<file path="src/rtl/fetch_queue_if.sv">
// Fetch front-end bundle: redirect input, instruction-memory request/response
// channel and the decode-side {pc, instr} handshake.
interface fetch_queue_if #(
  parameter int ADDR_WIDTH  = 32,
  parameter int INSTR_WIDTH = 32
);
  logic                   redirect_valid;
  logic [ADDR_WIDTH-1:0]  redirect_pc;
  logic                   mem_req_valid;
  logic [ADDR_WIDTH-1:0]  mem_req_addr;
  logic                   mem_req_ready;
  logic                   mem_resp_valid;
  logic [INSTR_WIDTH-1:0] mem_resp_data;
  logic                   out_valid;
  logic [ADDR_WIDTH-1:0]  out_pc;
  logic [INSTR_WIDTH-1:0] out_instr;
  logic                   out_ready;

  modport master (
    input  redirect_valid, redirect_pc, mem_req_ready, mem_resp_valid,
           mem_resp_data, out_ready,
    output mem_req_valid, mem_req_addr, out_valid, out_pc, out_instr
  );

  modport slave (
    output redirect_valid, redirect_pc, mem_req_ready, mem_resp_valid,
           mem_resp_data, out_ready,
    input  mem_req_valid, mem_req_addr, out_valid, out_pc, out_instr
  );
endinterface

</file>
<file path="src/rtl/fetch_queue.sv">
// Sequential instruction fetch with credit-limited requests, an in-order
// instruction queue toward decode, and redirect flush with stale-response drop.
module fetch_queue #(
  parameter int                    ADDR_WIDTH  = 32,
  parameter int                    INSTR_WIDTH = 32,
  parameter int                    DEPTH       = 4,
  parameter logic [ADDR_WIDTH-1:0] RESET_PC    = '0
) (
  input  logic          clk,
  input  logic          reset,
  fetch_queue_if.master bus
);
  localparam int PW = $clog2(DEPTH);
  localparam int CW = PW + 1;

  logic [ADDR_WIDTH-1:0]  fetchPc;
  logic [CW-1:0]          outstanding;
  logic [CW-1:0]          dropCnt;
  logic [CW-1:0]          qCount;
  logic [PW-1:0]          qRd;
  logic [PW-1:0]          qWr;
  logic [PW-1:0]          pfRd;
  logic [PW-1:0]          pfWr;
  logic [ADDR_WIDTH-1:0]  qPc    [DEPTH];
  logic [INSTR_WIDTH-1:0] qInstr [DEPTH];
  logic [ADDR_WIDTH-1:0]  pfPc   [DEPTH];

  logic [CW+1:0] creditUsed;
  logic          creditOk;
  logic          reqValid;
  logic          reqFire;
  logic          respPush;
  logic          respDrop;
  logic          outValid;
  logic          pop;
  logic          qNotEmpty;

  // Stale drops keep holding credits until their responses come back.
  assign creditUsed = {2'b00, qCount} + {2'b00, outstanding} + {2'b00, dropCnt};
  assign creditOk   = creditUsed < (CW+2)'(DEPTH);

  // Gating on reset keeps the request channel quiet while the memory is held in reset.
  assign reqValid  = !reset && !bus.redirect_valid && creditOk;
  assign reqFire   = reqValid && bus.mem_req_ready;
  assign respPush  = bus.mem_resp_valid && (dropCnt == '0);
  assign respDrop  = bus.mem_resp_valid && (dropCnt != '0);
  assign qNotEmpty = (qCount != '0);
  assign outValid  = qNotEmpty && !bus.redirect_valid;
  assign pop       = outValid && bus.out_ready;

  assign bus.mem_req_valid = reqValid;
  assign bus.mem_req_addr  = fetchPc;
  assign bus.out_valid     = outValid;
  assign bus.out_pc        = qNotEmpty ? qPc[qRd]    : '0;
  assign bus.out_instr     = qNotEmpty ? qInstr[qRd] : '0;

  always_ff @(posedge clk) begin
    if (reset) begin
      fetchPc     <= RESET_PC;
      outstanding <= '0;
      dropCnt     <= '0;
      qCount      <= '0;
      qRd         <= '0;
      qWr         <= '0;
      pfRd        <= '0;
      pfWr        <= '0;
    end else if (bus.redirect_valid) begin
      // Everything in flight becomes stale, including any response landing now.
      fetchPc     <= {bus.redirect_pc[ADDR_WIDTH-1:2], 2'b00};
      dropCnt     <= dropCnt + outstanding - CW'(bus.mem_resp_valid);
      outstanding <= '0;
      qCount      <= '0;
      qRd         <= '0;
      qWr         <= '0;
      pfRd        <= '0;
      pfWr        <= '0;
    end else begin
      if (reqFire) begin
        fetchPc <= fetchPc + ADDR_WIDTH'(4);
        pfWr    <= pfWr + PW'(1);
      end
      if (respPush) begin
        qWr  <= qWr + PW'(1);
        pfRd <= pfRd + PW'(1);
      end
      if (respDrop) begin
        dropCnt <= dropCnt - CW'(1);
      end
      if (pop) begin
        qRd <= qRd + PW'(1);
      end
      outstanding <= outstanding + CW'(reqFire) - CW'(respPush);
      qCount      <= qCount + CW'(respPush) - CW'(pop);
    end
  end

  // Storage is not reset; the pointers and count decide what is meaningful.
  always_ff @(posedge clk) begin
    if (reqFire) begin
      pfPc[pfWr] <= fetchPc;
    end
    if (respPush) begin
      qPc[qWr]    <= pfPc[pfRd];
      qInstr[qWr] <= bus.mem_resp_data;
    end
  end

endmodule

</file>
<file path="src/flat_wrapper.sv">
// flat-port wrapper written by rule: the top's interface ports become plain ports
module fetch_queue_flat 
#(
  parameter int                    ADDR_WIDTH  = 32,
  parameter int                    INSTR_WIDTH = 32,
  parameter int                    DEPTH       = 4,
  parameter logic [ADDR_WIDTH-1:0] RESET_PC    = '0
)
  (clk, reset, bus_redirect_valid, bus_redirect_pc, bus_mem_req_ready, bus_mem_resp_valid, bus_mem_resp_data, bus_out_ready, bus_mem_req_valid, bus_mem_req_addr, bus_out_valid, bus_out_pc, bus_out_instr);
  fetch_queue_if #(.ADDR_WIDTH(ADDR_WIDTH), .INSTR_WIDTH(INSTR_WIDTH)) bus_i ();
  input  logic clk;
  input  logic reset;
  input wire logic [$bits(bus_i.redirect_valid)-1:0] bus_redirect_valid;
  input wire logic [$bits(bus_i.redirect_pc)-1:0] bus_redirect_pc;
  input wire logic [$bits(bus_i.mem_req_ready)-1:0] bus_mem_req_ready;
  input wire logic [$bits(bus_i.mem_resp_valid)-1:0] bus_mem_resp_valid;
  input wire logic [$bits(bus_i.mem_resp_data)-1:0] bus_mem_resp_data;
  input wire logic [$bits(bus_i.out_ready)-1:0] bus_out_ready;
  output wire logic [$bits(bus_i.mem_req_valid)-1:0] bus_mem_req_valid;
  output wire logic [$bits(bus_i.mem_req_addr)-1:0] bus_mem_req_addr;
  output wire logic [$bits(bus_i.out_valid)-1:0] bus_out_valid;
  output wire logic [$bits(bus_i.out_pc)-1:0] bus_out_pc;
  output wire logic [$bits(bus_i.out_instr)-1:0] bus_out_instr;
  assign bus_i.redirect_valid = bus_redirect_valid;
  assign bus_i.redirect_pc = bus_redirect_pc;
  assign bus_i.mem_req_ready = bus_mem_req_ready;
  assign bus_i.mem_resp_valid = bus_mem_resp_valid;
  assign bus_i.mem_resp_data = bus_mem_resp_data;
  assign bus_i.out_ready = bus_out_ready;
  assign bus_mem_req_valid = bus_i.mem_req_valid;
  assign bus_mem_req_addr = bus_i.mem_req_addr;
  assign bus_out_valid = bus_i.out_valid;
  assign bus_out_pc = bus_i.out_pc;
  assign bus_out_instr = bus_i.out_instr;
  fetch_queue #(.ADDR_WIDTH(ADDR_WIDTH), .INSTR_WIDTH(INSTR_WIDTH), .DEPTH(DEPTH), .RESET_PC(RESET_PC)) u_core (.clk(clk), .reset(reset), .bus(bus_i));
endmodule
</file>
<file path="config.mk">
export PLATFORM = sky130hd
export DESIGN_NAME = fetch_queue_flat
export DESIGN_NICKNAME = d
export VERILOG_FILES = /design/src/rtl/fetch_queue_if.sv /design/src/rtl/fetch_queue.sv /design/src/flat_wrapper.sv
export SDC_FILE = /design/constraint.sdc
export NUM_CORES = 1
export LEC_CHECK = 0
export ABC_AREA = 1
export CAP_MARGIN = 20
export CORE_MARGIN = 2
export CORE_UTILIZATION = 30
export CTS_BUF_LIST = sky130_fd_sc_hd__clkbuf_8
export DETAILED_ROUTE_END_ITERATION = 10
export GPL_TIMING_DRIVEN = 0
export PLACE_DENSITY = 0.57
export SYNTH_ARGS = -nofsm -noshare
export SYNTH_HDL_FRONTEND = slang
export SYNTH_SLANG_ARGS = --single-unit
</file>
<file path="constraint.sdc">
create_clock -name clk -period 5.6 [get_ports clk]
set_input_delay 1.4 -clock clk [delete_from_list [all_inputs] [get_ports clk]]
set_output_delay 1.4 -clock clk [all_outputs]
set_load 0.01 [all_outputs]
</file>
# After elaboration in Yosys (flattened, before gate mapping)
# Memories as Yosys holds them, arrays and structs flattened. A register that Yosys moved wholly into a read port is not among the register bits.
# Cells that the tools add are included.
[word_totals]
regBits = 49
mem_bits_rw = 384
out_inout_bits = 98
elab_cells = 58
mem_count = 3
[op_classes]
add_sub_neg = 14
order_cmp = 1
muxes = 16
n_reduce_logical = 15
[mem_list]
columns = ["memory", "words", "width", "rd", "rd_clocked_by_memory_dff", "wr", "line", "rtl"]
rows = [
  ["u_core.pfPc", 4, 32, 1, 1, 1, "fetch_queue.sv:26", "logic [ADDR_WIDTH-1:0] pfPc [DEPTH];"],
  ["u_core.qInstr", 4, 32, 1, 1, 1, "fetch_queue.sv:25", "logic [INSTR_WIDTH-1:0] qInstr [DEPTH];"],
  ["u_core.qPc", 4, 32, 1, 1, 1, "fetch_queue.sv:24", "logic [ADDR_WIDTH-1:0] qPc [DEPTH];"],
]
[ops]
columns = ["operator", "n"]
rows = [
  ["$mux 32", 4],
  ["$add 32x3->32 const B", 1],
  ["$mux 2", 6],
  ["$sub 3x1->3", 3],
  ["$add 2x1->2 const B", 4],
  ["$logic_and 1x1->1", 7],
  ["$add 3x1->3", 2],
  ["$mux 3", 2],
  ["$reduce_bool 3->1", 2],
  ["$add 5x3->5", 1],
  ["$lt 5x3->1 const B", 1],
  ["$add 3x3->4", 1],
  ["$mux 1", 4],
  ["$reduce_bool 2->1", 2],
  ["$add 3x3->3", 1],
  ["$logic_not 3->1", 1],
  ["$sub 3x1->3 const B", 1],
  ["$logic_not 1->1", 2],
  ["$reduce_or 2->1", 1],
]

# Logic depth before layout (Yosys ltp)
# Gate-level depths: netlist of the first run.
[logic_depth]
depth_word = 7
ltp_mapped = 15
depth_no_buf = 14

# Least setup slack after synthesis of the first run
# No wires, ideal clock.
[synth_path]
path_type = "input-to-reg"
from = "input bus_mem_resp_valid"
to = "memory u_core.qInstr[0][0] (enable)"
setup_ns = 0.482
arrival_time_ns = 4.525
required_time_ns = 5.118
slack_ns = 0.592
cell_stages = 4
n_path_buf = 0
path_cell_list = "inv_1 -> nor3_1 -> inv_2 -> nor2_1"
[synth_via]
elab_chain_cells = 3
[synth_rtl]
columns = ["element", "line", "rtl"]
rows = [
  ["from (decl)", "flat_wrapper.sv:16", "input wire logic [$bits(bus_i.mem_resp_valid)-1:0] bus_mem_resp_valid;"],
  ["$logic_and 1x1->1", "fetch_queue.sv:45", "assign respPush = bus.mem_resp_valid && (dropCnt == '0);"],
  ["net u_core.respPush", "fetch_queue.sv:32", "logic respPush;"],
  ["$mux 1", "fetch_queue.sv:102", "if (respPush) begin"],
  ["$mux 1 (implied by the code)", "fetch_queue.sv:104", "qInstr[qWr] <= bus.mem_resp_data;"],
  ["to (decl)", "fetch_queue.sv:25", ""],
]
# The timed path passes the listed nets, and every way through them passes these cells.

# Worst setup path after layout of the first run
[layout_path]
from = "register u_core.qCount[0]"
to = "output bus_mem_req_valid"
[layout_via]
elab_chain_cells = 4
[layout_rtl]
columns = ["element", "line", "rtl"]
rows = [
  ["from (decl)", "fetch_queue.sv:19", "logic [CW-1:0] qCount;"],
  ["from (signal assigned)", "fetch_queue.sv:93", "qCount <= qCount + CW'(respPush) - CW'(pop);"],
  ["$add 3x3->4", "fetch_queue.sv:39", "assign creditUsed = {2'b00, qCount} + {2'b00, outstanding} + {2'b00, dropCnt};"],
  ["$add 5x3->5", "fetch_queue.sv:39", ""],
  ["$lt 5x3->1", "fetch_queue.sv:40", "assign creditOk = creditUsed < (CW+2)'(DEPTH);"],
  ["$logic_and 1x1->1", "fetch_queue.sv:43", "assign reqValid = !reset && !bus.redirect_valid && creditOk;"],
  ["to (decl)", "flat_wrapper.sv:19", "output wire logic [$bits(bus_i.mem_req_valid)-1:0] bus_mem_req_valid;"],
]
# No other way between the ends.

==> flow_summary.json, run 1 <==
{
  "synthCells": 1577,
  "core_sq_um": 57600,
  "critPathTopFamily": "adder cells",
  "place_congestion": 0.904,
  "dr.first_iter.drc_count": 1001,
  "crit_required_ns": 4.20,
  "cp-startpoint": "u_core.qCount[0]",
  "skew_ns": 0.0460,
  "drv_cap": 0,
  "wl_per_cell_um": 17.9,
  "diodes": 0,
  "fillers": 5596,
  "synth_area_leaders": "edfxtp_1 63%, nor2_1 8.2%, o21ai_0 5.9%",
  "p_per_area_nw_per_um2": 319,
  "postCtsSetupBuffers": 0,
  "cts.clk_slew.worst_paths_ns": 0.06,
  "arrival_ns": 3.12,
  "rows": 88,
  "grt_max_degree": 29,
  "cts-hold-fix-buffers": 0,
  "clock_latency_ns": 0.66,
  "synth_top_flop_cell": "edfxtp_1",
  "avgSynthCellArea_sq_um": 11.1,
  "ys_seq_area_frac": 0.692,
  "clockRootBuffer": "clkbuf_8",
  "worst_slew_pin_slew_ns": 0.816,
  "routed-via-count": 12500,
  "syn-cell-area_sq_um": 17400,
  "drc": 0,
  "grt_usage": 0.157,
  "yosys.area_share.simple": 0.140,
  "ir_worst_vdd_uv": 158,
  "synth_mux_area_frac": 0,
  "ios": 168,
  "max_slew_margin": 0.452,
  "synth.distinct_cells": 34,
  "p_leak_nw": 7.54,
  "synth_compound_area_frac": 0.0989,
  "setup_viol": 0,
  "utilization": 0.377,
  "netlist.top_cell.by_area": "edfxtp_1",
  "final_cell_mix": "373 x nor2_1, 368 x edfxtp_1, 207 x o21ai_0",
  "synth_top_family_by_area": "simple AND/OR/NAND/NOR gates",
  "cts_tree": "yes",
  "critPathKind": "reg2out",
  "grt_pass1_wl_um": 72000,
  "seqCellArea_sq_um": 12100,
  "worst_r2r_startpoint": "u_core.qCount[0]",
  "synth_top_area_frac": 0.634,
  "rsz0062_at_grt": "no",
  "synthAdderAreaFrac": 0.0211,
  "crit_buf_inv": 2,
  "first_pass_iters": 5,
  "status": "finished, final reports clean",
  "multi_input_area_sq_um": 4790,
  "synth-seq-cells": 419,
  "overflow": 0,
  "power_mw": 6.93,
  "layout.nets": 1928,
  "viasPerCell": 4.70,
  "die_w_um": 245,
  "synth_xor_xnor_area_share": 0.0100,
  "layout_commonest_cell": "nor2_1",
  "max_freq_mhz": 221,
  "crit_chain": "ha_1 -> fa_1 -> xor2_1 -> ha_1 -> or2_2 -> nor2_4 -> nand3_1 -> inv_1 -> clkdlybuf4s50_1",
  "ys_warn_count": 0,
  "dieArea_sq_um": 60100,
  "dp_hpwl_um": 31500,
  "post_cts_resized": 0,
  "cts_buffers": 74,
  "syn_to_final_growth_pct": 24.4,
  "io_buffers": 161,
  "final_antenna_net_count": 0,
  "start_kind": "flop",
  "final_hold_viol_count": 0,
  "clk_path_buf_depth": 3,
  "crit_fanout": 3,
  "period_share": 0.807,
  "async_flop_share": 0,
  "die-height_um": 245,
  "initial_core_util": 0.303,
  "drv_slew": 0,
  "end_kind": "output port",
  "grt_pass1_vias": 12500,
  "ctsHtreeMaxLevel": 3,
  "worstHoldStart": "u_core.pfRd[1]",
  "hold_path_class": "reg2reg",
  "drt_wl_total_um": 47300,
  "cp_common_cell": "ha_1",
  "antenna_found_initial": 0,
  "cts_sinks": 419,
  "min_period_ns": 4.52,
  "final_layout_size_suffix_gt1_frac": 0.0785,
  "cp_slowest_cell": "clkdlybuf4s50_1",
  "max_stage_delay_ns": 0.53,
  "synth_edf_count": 368
}
==> logic make-up (layout without fill, tap and decap cells) <==
logic type / Yosys count / in the layout
AO/OA/AOI/OAI: 336 / 336
XOR/XNOR: 20 / 20
adder cells (fa/ha/maj): 27 / 27
buffers and inverters: 159 / 465
flip-flops: 419 / 419
other: 1 / 4
AND/OR/NAND/NOR: 615 / 615
==> final cells by class <==
| cell class | count | area share |
|---|---|---|
| Multi-Input combinational cell | 1002 | 0.221 |
| Clock inverter | 55 | 0.0130 |
| Timing Repair Buffer | 175 | 0.0878 |
| Sequential cell | 419 | 0.556 |
| Buffer | 83 | 0.0168 |
| Tap cell | 765 | 0.0441 |
| Clock buffer | 76 | 0.0482 |
| Inverter | 76 | 0.0131 |
==> sequential cells by signal, summed over array words and instances (netlist names), 3 cells and up, named ones only <==
| signal | count |
|---|---|
| u_core.qCount | 3 |
| u_core.pfPc | 120 |
| u_core.bus.mem_req_addr | 30 |
| u_core.qPc | 120 |
| u_core.outstanding | 3 |
| u_core.dropCnt | 3 |
| u_core.qInstr | 128 |
==> synth_stat cells, types with 7 or more instances <==
| cell | n |
|---|---|
| nor2_1 | 381 |
| edfxtp_1 | 368 |
| o21ai_0 | 207 |
| nand2_1 | 172 |
| a21oi_1 | 96 |
| inv_1 | 69 |
| clkbuf_1 | 56 |
| dfxtp_1 | 51 |
| nand3_1 | 42 |
| o22ai_1 | 30 |
| ha_1 | 23 |
| buf_2 | 15 |
| xnor2_1 | 11 |
| xor2_1 | 9 |
| inv_2 | 7 |
==> stage by stage <==
stage,instance area [sq um],std cells,hold slack [ns],TNS [ns],setup slack [ns]
after floorplan,17500,1580,0.412,0,0.592
after global placement,20000,2506,0.439,-671.99,-2.75
after detailed placement,20400,2520,0.445,0,1.13
after CTS,21700,2651,0.455,0,0.917
after global routing,21700,2651,0.465,0,0.856
final,21700,2651,0.456,0,1.08
==> report_power, final <==
part	internal [mW]	switching (mW)	total (mW)
Clock	1.32	1.25	2.57
Sequential	3.55	0.0780	3.63
Combinational	0.293	0.441	0.734
==> worst paths after layout <==
check | end | cells past startpoint | slack (ns)
setup reg to reg | u_core.outstanding[2] | 14 | 2.27
setup / recovery | bus_mem_req_valid | 9 | 1.08
hold / removal | flop | 1 | 0.46
hold reg to reg | flop | 1 | 0.46
==> metal layers <==
| metal | track usage | vias up | share of wire |
|---|---|---|---|
| li1 | - | 5981 | - |
| met3 | 0.0326 | 67 | 0.069 |
| met2 | 0.256 | 436 | 0.47 |
| met1 | 0.208 | 5985 | 0.44 |
| met4 | 0.0490 | 0 | 0.019 |
| met5 | 0 | - | 0 |
Note: power is estimated with default switching activity, not from simulation.
==> inputs of run 2 (changes only) <==
==> constraint.sdc (replaced) <==
create_clock -name clk -period 4.46 [get_ports clk]
set_input_delay 1.115 -clock clk [delete_from_list [all_inputs] [get_ports clk]]
set_output_delay 1.115 -clock clk [all_outputs]
set_load 0.01 [all_outputs]
==> results of run 2 <==
The final DEF is identical to that of run 1. Status: finished, final reports clean.
Main changes from that run: setup slack after placement 1.13 ns -> 0.274 ns; setup slack after layout 1.08 ns -> 0.223 ns; register-to-register setup slack 2.27 ns -> 1.13 ns; total power 6.93 mW -> 8.70 mW; worst IR drop on VDD 158 uV -> 199 uV
==> inputs of run 3 (changes only) <==
--- a/config.mk
+++ b/config.mk
@@ -10,6 +10,7 @@
 export CORE_MARGIN = 2
 export CORE_UTILIZATION = 30
 export CTS_BUF_LIST = sky130_fd_sc_hd__clkbuf_8
+export CTS_CLUSTER_SIZE = 20
 export DETAILED_ROUTE_END_ITERATION = 10
 export GPL_TIMING_DRIVEN = 0
 export PLACE_DENSITY = 0.57
==> results of run 3 <==
The final DEF is identical to that of run 1. Status: finished, final reports clean.
Main changes from that run: setup slack after placement 1.13 ns -> 0.274 ns; setup slack after layout 1.08 ns -> 0.223 ns; register-to-register setup slack 2.27 ns -> 1.13 ns; total power 6.93 mW -> 8.70 mW; worst IR drop on VDD 158 uV -> 199 uV
==> variant 1, RTL diff (config.mk and constraints of run 3) <==
`DEPTH` is set to 4 in 2 places; all go to 8.
--- a/src/rtl/fetch_queue.sv
+++ b/src/rtl/fetch_queue.sv
@@ -5,3 +5,3 @@
   parameter int                    INSTR_WIDTH = 32,
-  parameter int                    DEPTH       = 4,
+  parameter int                    DEPTH       = 8,
   parameter logic [ADDR_WIDTH-1:0] RESET_PC    = '0
--- a/src/flat_wrapper.sv
+++ b/src/flat_wrapper.sv
@@ -5,3 +5,3 @@
   parameter int                    INSTR_WIDTH = 32,
-  parameter int                    DEPTH       = 4,
+  parameter int                    DEPTH       = 8,
   parameter logic [ADDR_WIDTH-1:0] RESET_PC    = '0
Check against the original RTL: same outputs for any inputs over 4 cycles, from zero or initial values and one cycle with reset high; that may be too few to reach the edited logic, so the function may still have changed.
==> variant 1 against run 3 <==
  * Cell count is 72% higher
  * Highest routed layer unchanged
  * Hold slack better by 0.0044 ns
  * Sequential share of layout area grew 3.9 points
  * First-iteration DRC count increased by 97%
  * Core utilization shrank 1.2 points
  * Critical endpoint is now bus_out_pc[25]
  * Combinational power increased by 92%
  * Power grew 83%
  * Critical path depth decreased by 1
  * Global-route usage about the same
  * Synthesized area up 86%
  * Largest cell class unchanged
  * Sequential cell count is 377 higher
  * Setup slack worse by 0.048 ns
  * Wire length up 87%
  * Design area up 80%
==> variant 1: results (changes against run 3) <==
[setup_path]
crit_arrival_ns=3.17  ; +0.05 ns
critPathMaxFanout=10  ; +7

[cells_and_area]
reg.largest.list=u_core.qInstr x256, u_core.pfPc x240, u_core.qPc x240
fin_nets=3153  ; +64%
fin_cells=4552  ; +72%
drive_gt1_share_pct=9.686  ; +1.8 points

[cts]
cts_buffers=118  ; +59%
clkLatencyLatePin_ns=0.76  ; +0.10 ns
path_clk_slew_ns=0.07

[placement]
place_area_mm2=0.03678  ; +81%
gp_congestion=0.8243  ; -8.8%
dp_hpwl_mm=58.41  ; +86%
io_buffers=160  ; -0.62%
dp_cells=4332  ; +72%
place_ws_ns=-0.1648  ; -0.4393 ns

[routing]
totalWireLength_mm=88.67  ; +87%
viasPerCell=4.830  ; +2.7%
drt_iter0_drc=1976  ; +97%

[global_route]
grt_pass1_vias=21420  ; +72%
grt_pass1_wl_mm=132.1  ; +83%
antenna_found_initial=1  ; +1
grt_usage_pct=15.63  ; -0.025 points
grt_start_max_net_pins=28  ; -3.4%

[pwr]
p_leak_nw=13.23  ; +75%
peakVddDrop_mv=0.2168  ; +9.0%

[synth]
syn_area_per_cell_um2=11.90  ; +7.6%
synth_edf_count=736  ; +100%
synth_cell_type_count=37  ; +8.8%
ys_seq_area_share_pct=71.66  ; +2.4 points
synthTopCellsByCount=nor2_1, edfxtp_1, o21ai_0
synth.area.top_cells=edfxtp_1, nor2_1, o21ai_0, dfxtp_1, o32ai_1

[timing]
clock_skew_ns=0.03449  ; -0.01152 ns
slew_headroom_pct=36.77  ; -8.4 points

[run_status]
status=finished, final reports clean

==> variant 1: what timing repair did <==
item	CTS	global route
endpoints found under the setup margin	62	30
hold buffers	0	0
hold endpoints to repair	0	0
setup buffers	0	2
pin swaps	1	1
resized for setup	75	27
==> variant 1: kinds of logic (layout without fill, tap and decap cells) <==
group,after synthesis,count (layout),synth area share [%]
AND/OR/NAND/NOR,1082,1082,12.96
AO/OA/AOI/OAI,554,554,10.28
adder cells (fa/ha/maj),33,33,1.362
XOR/XNOR,20,20,0.5387
buffers and inverters,247,660,3.190
flip-flops,796,796,71.66
other,1,4,0.01153
==> variant 1: per-layer routing <==
layer	vias to the layer above	global-route usage, %	routed length, um
met5	-	0	0
li1	10470	-	-
met2	740	25.31	41340
met4	0	4.891	2280
met3	139	3.053	5810
met1	10640	21.13	39240
==> variant 1: final timing paths <==
path,startpoint,to,slack [ns],depth (start not counted)
worst max register to register,u_core.qCount[1]$_SDFF_PP0_,u_core.pfPc[7][6]$_DFFE_PP_,0.61,14
worst min register to register,u_core.pfRd[2]$_SDFFE_PP0P_,u_core.pfRd[2]$_SDFFE_PP0P_,0.46,2
worst max-delay path,flop,bus_out_pc[25],0.18,8
worst min-delay path,u_core.pfRd[2]$_SDFFE_PP0P_,u_core.pfRd[2]$_SDFFE_PP0P_,0.46,2
==> variant 1: worst max-delay path: stages, from the launching register on <==
cell	delay, ns
dfxtp_4	0.43
buf_8	0.20
buf_4	0.22
buf_4	0.22
nor2_1	0.07
o32ai_1	0.28
nor2_1	0.12
nor2_2	0.28
clkdlybuf4s50_1	0.60
==> variant 1: through the flow <==
step	power, mW	util [%]
after CTS	16.02	36.44
after global placement	10.46	33.48
after floorplan	9.616	-
after global routing	16.55	36.48
after detailed placement	10.50	34.26
final	15.89	36.48
==> variant 1: cell type report <==
type                       instances  area [um^2]
multi-input combinational       1693         8399
timing repair buffer             195         2349
inverter                          81        307.8
fill                           10400        68190
clock inverter                    99        534.3
clock buffer                     120         1652
tap                             1403         1755
sequential                       796        23310
buffer                           165        854.6
==> variant 1: report_power, final <==
group	leakage, nW	switching (mW)	internal, mW	total [mW]
Combinational	4.78	1.11	0.663	1.77
Clock	1.27	2.81	2.74	5.54
Sequential	7.17	0.155	8.42	8.58
Total	13.2	4.07	11.8	15.9
==> variant 2, RTL diff (settings of run 3) <==
Without the edit above. Reset style: asynchronous (`reset`), changed in one clocked block.
--- a/src/rtl/fetch_queue.sv
+++ b/src/rtl/fetch_queue.sv
@@ -56,3 +56,3 @@
 
-  always_ff @(posedge clk) begin
+  always_ff @(posedge clk or posedge reset) begin
     if (reset) begin
Function: differs if reset is asserted again (counterexample within 4 cycles, from zero or initial values and one cycle with reset high); with reset held inactive, the same outputs for 4 cycles.
==> variant 2 against run 3 <==
  * Hold slack better by 0.17 ns
  * Cell count decreased by 0.87%
  * Setup slack better by 0.027 ns
  * Synthesized area is 0.72% higher
  * Critical path type unchanged
  * Wire length is 0.62% lower
  * Design area fell by 0.14%
  * First-iteration DRC count is 2.2% higher
  * Via count shrank 0.75%
  * Highest routed layer unchanged
  * Sequential cell count fell by 4
  * Count of clock-buffer cells in the layout shrank 2
  * Largest cell class unchanged
Power is not compared: it rests on default switching activity, and its combinational part moved more than twofold at a synthesized area within 25%.
==> variant 2: results (changes against run 3) <==
[min_path]
hold_depth=2  ; +1
hold_start=u_core.dropCnt[2]$_DFFE_PP0P_

[timing]
slew_headroom_pct=49.46  ; +4.3 points
hold_ws_ns=0.6246  ; +0.1685 ns
clock_skew_ns=0.02077  ; -0.02525 ns

[global_route]
grt_pass1_wl_mm=71.66  ; -0.54%
grt_pass1_vias=12380  ; -0.67%
grt_usage_pct=15.54  ; -0.12 points

[cells_and_area]
reg.largest.list=u_core.qInstr x128, u_core.pfPc x120, u_core.qPc x120
num-fill-cells=5669  ; +1.3%
drive_gt1_share_pct=7.622  ; -0.23 points
antenna_cells=0  ; unchanged
fin_cells=2628  ; -0.87%
fin_nets=1917  ; -0.57%

[placement]
io_buffers=160  ; -0.62%
place_ws_ns=0.6262  ; +0.3517 ns
gp_congestion=0.8033  ; -11%
place_area_mm2=0.02046  ; +0.41%
dp_cells=2514  ; -0.24%

[setup_path]
r2r-end=u_core.outstanding[2]$_DFF_PP0_
rrSetupSlack_ns=1.32  ; +0.19 ns
crit_family=buffers and inverters
r2r-start=u_core.qCount[0]$_DFF_PP0_
slowest_delay_ns=0.61  ; +0.08 ns
critPathMaxFanout=10  ; +7
crit_arrival_ns=3.09  ; -0.03 ns
reg2regPathDepth=15  ; +1

[synth]
synth_cells=1573  ; -0.25%
ys_seq_area_share_pct=69.61  ; +0.39 points
synthTopCellsByCount=nor2_1, edfxtp_1, o21ai_0
synth_cell_type_count=30  ; -12%
async_flop_share_pct=11.33  ; +11 points
ys.flop_type=edfxtp_1

[routing]
wl_per_cell_um=17.90  ; +0.25%
drt_iter0_drc=1023  ; +2.2%
viasPerCell=4.709  ; +0.12%

[run_status]
status=finished, final reports clean

[cts]
clkLatencyLatePin_ns=0.63  ; -0.03 ns
post_cts_buffers=0  ; unchanged
cts_buffers=69  ; -6.8%

[pwr]
total_power_mw=11.61

[variant 2: kinds of logic after synthesis]
family          Yosys count  synth area share (%)
compound gates          301                 8.847
flops                   415                 69.61
other cells               1               0.02135
xor+xnor                 13                0.6482
fa+ha+maj                27                 2.094
simple gates            656                 14.96
buf+inv                 160                 3.825
[variant 2: worst register-to-register path, delay by kind of cell, from the launching register on]
kind | cells | cell delay [ns]
adder cells (fa/ha/maj) | 5 | 1.41
buffers and inverters | 4 | 0.44
AND/OR/NAND/NOR | 4 | 0.43
flip-flops | 1 | 0.39
XOR/XNOR | 2 | 0.34
[variant 2: cell type report]
type	count	area (um^2)	share of cell area (%)
multi-input combinational	1001	4738	21.87
buffer	82	374.1	1.726
clock inverter	40	195.2	0.9007
timing repair buffer	173	1862	8.592
sequential	415	12230	56.42
inverter	78	297.8	1.374
tap	765	957.2	4.417
clock buffer	74	1018	4.700
[variant 2: routing by layer]
layer	GRT usage (%)	wire, um	vias up
met1	21.31	21270	5981
met5	0	0	-
li1	-	-	5933
met3	2.919	2679	78
met2	24.65	21960	384
met4	5.294	1121	0
[variant 2: worst max path at each step]
stage / startpoint / end / slack, ns / cells after the start
after detailed placement: bus_mem_resp_valid / u_core.qInstr[1][23]$_DFFE_PP_ / 0.63 / 5
after CTS: u_core.qRd[0]$_DFFE_PP0P_ / bus_out_pc[22] / 0.16 / 6
after global routing: u_core.qRd[0]$_DFFE_PP0P_ / bus_out_pc[8] / 0.11 / 6
final: u_core.qRd[0]$_DFFE_PP0P_ / bus_out_pc[22] / 0.25 / 6
after global placement: bus_mem_resp_valid / u_core.qInstr[1][23]$_DFFE_PP_ / -3.17 / 3
after floorplan: bus_mem_resp_valid / u_core.qInstr[0][0]$_DFFE_PP_ / 0.04 / 2
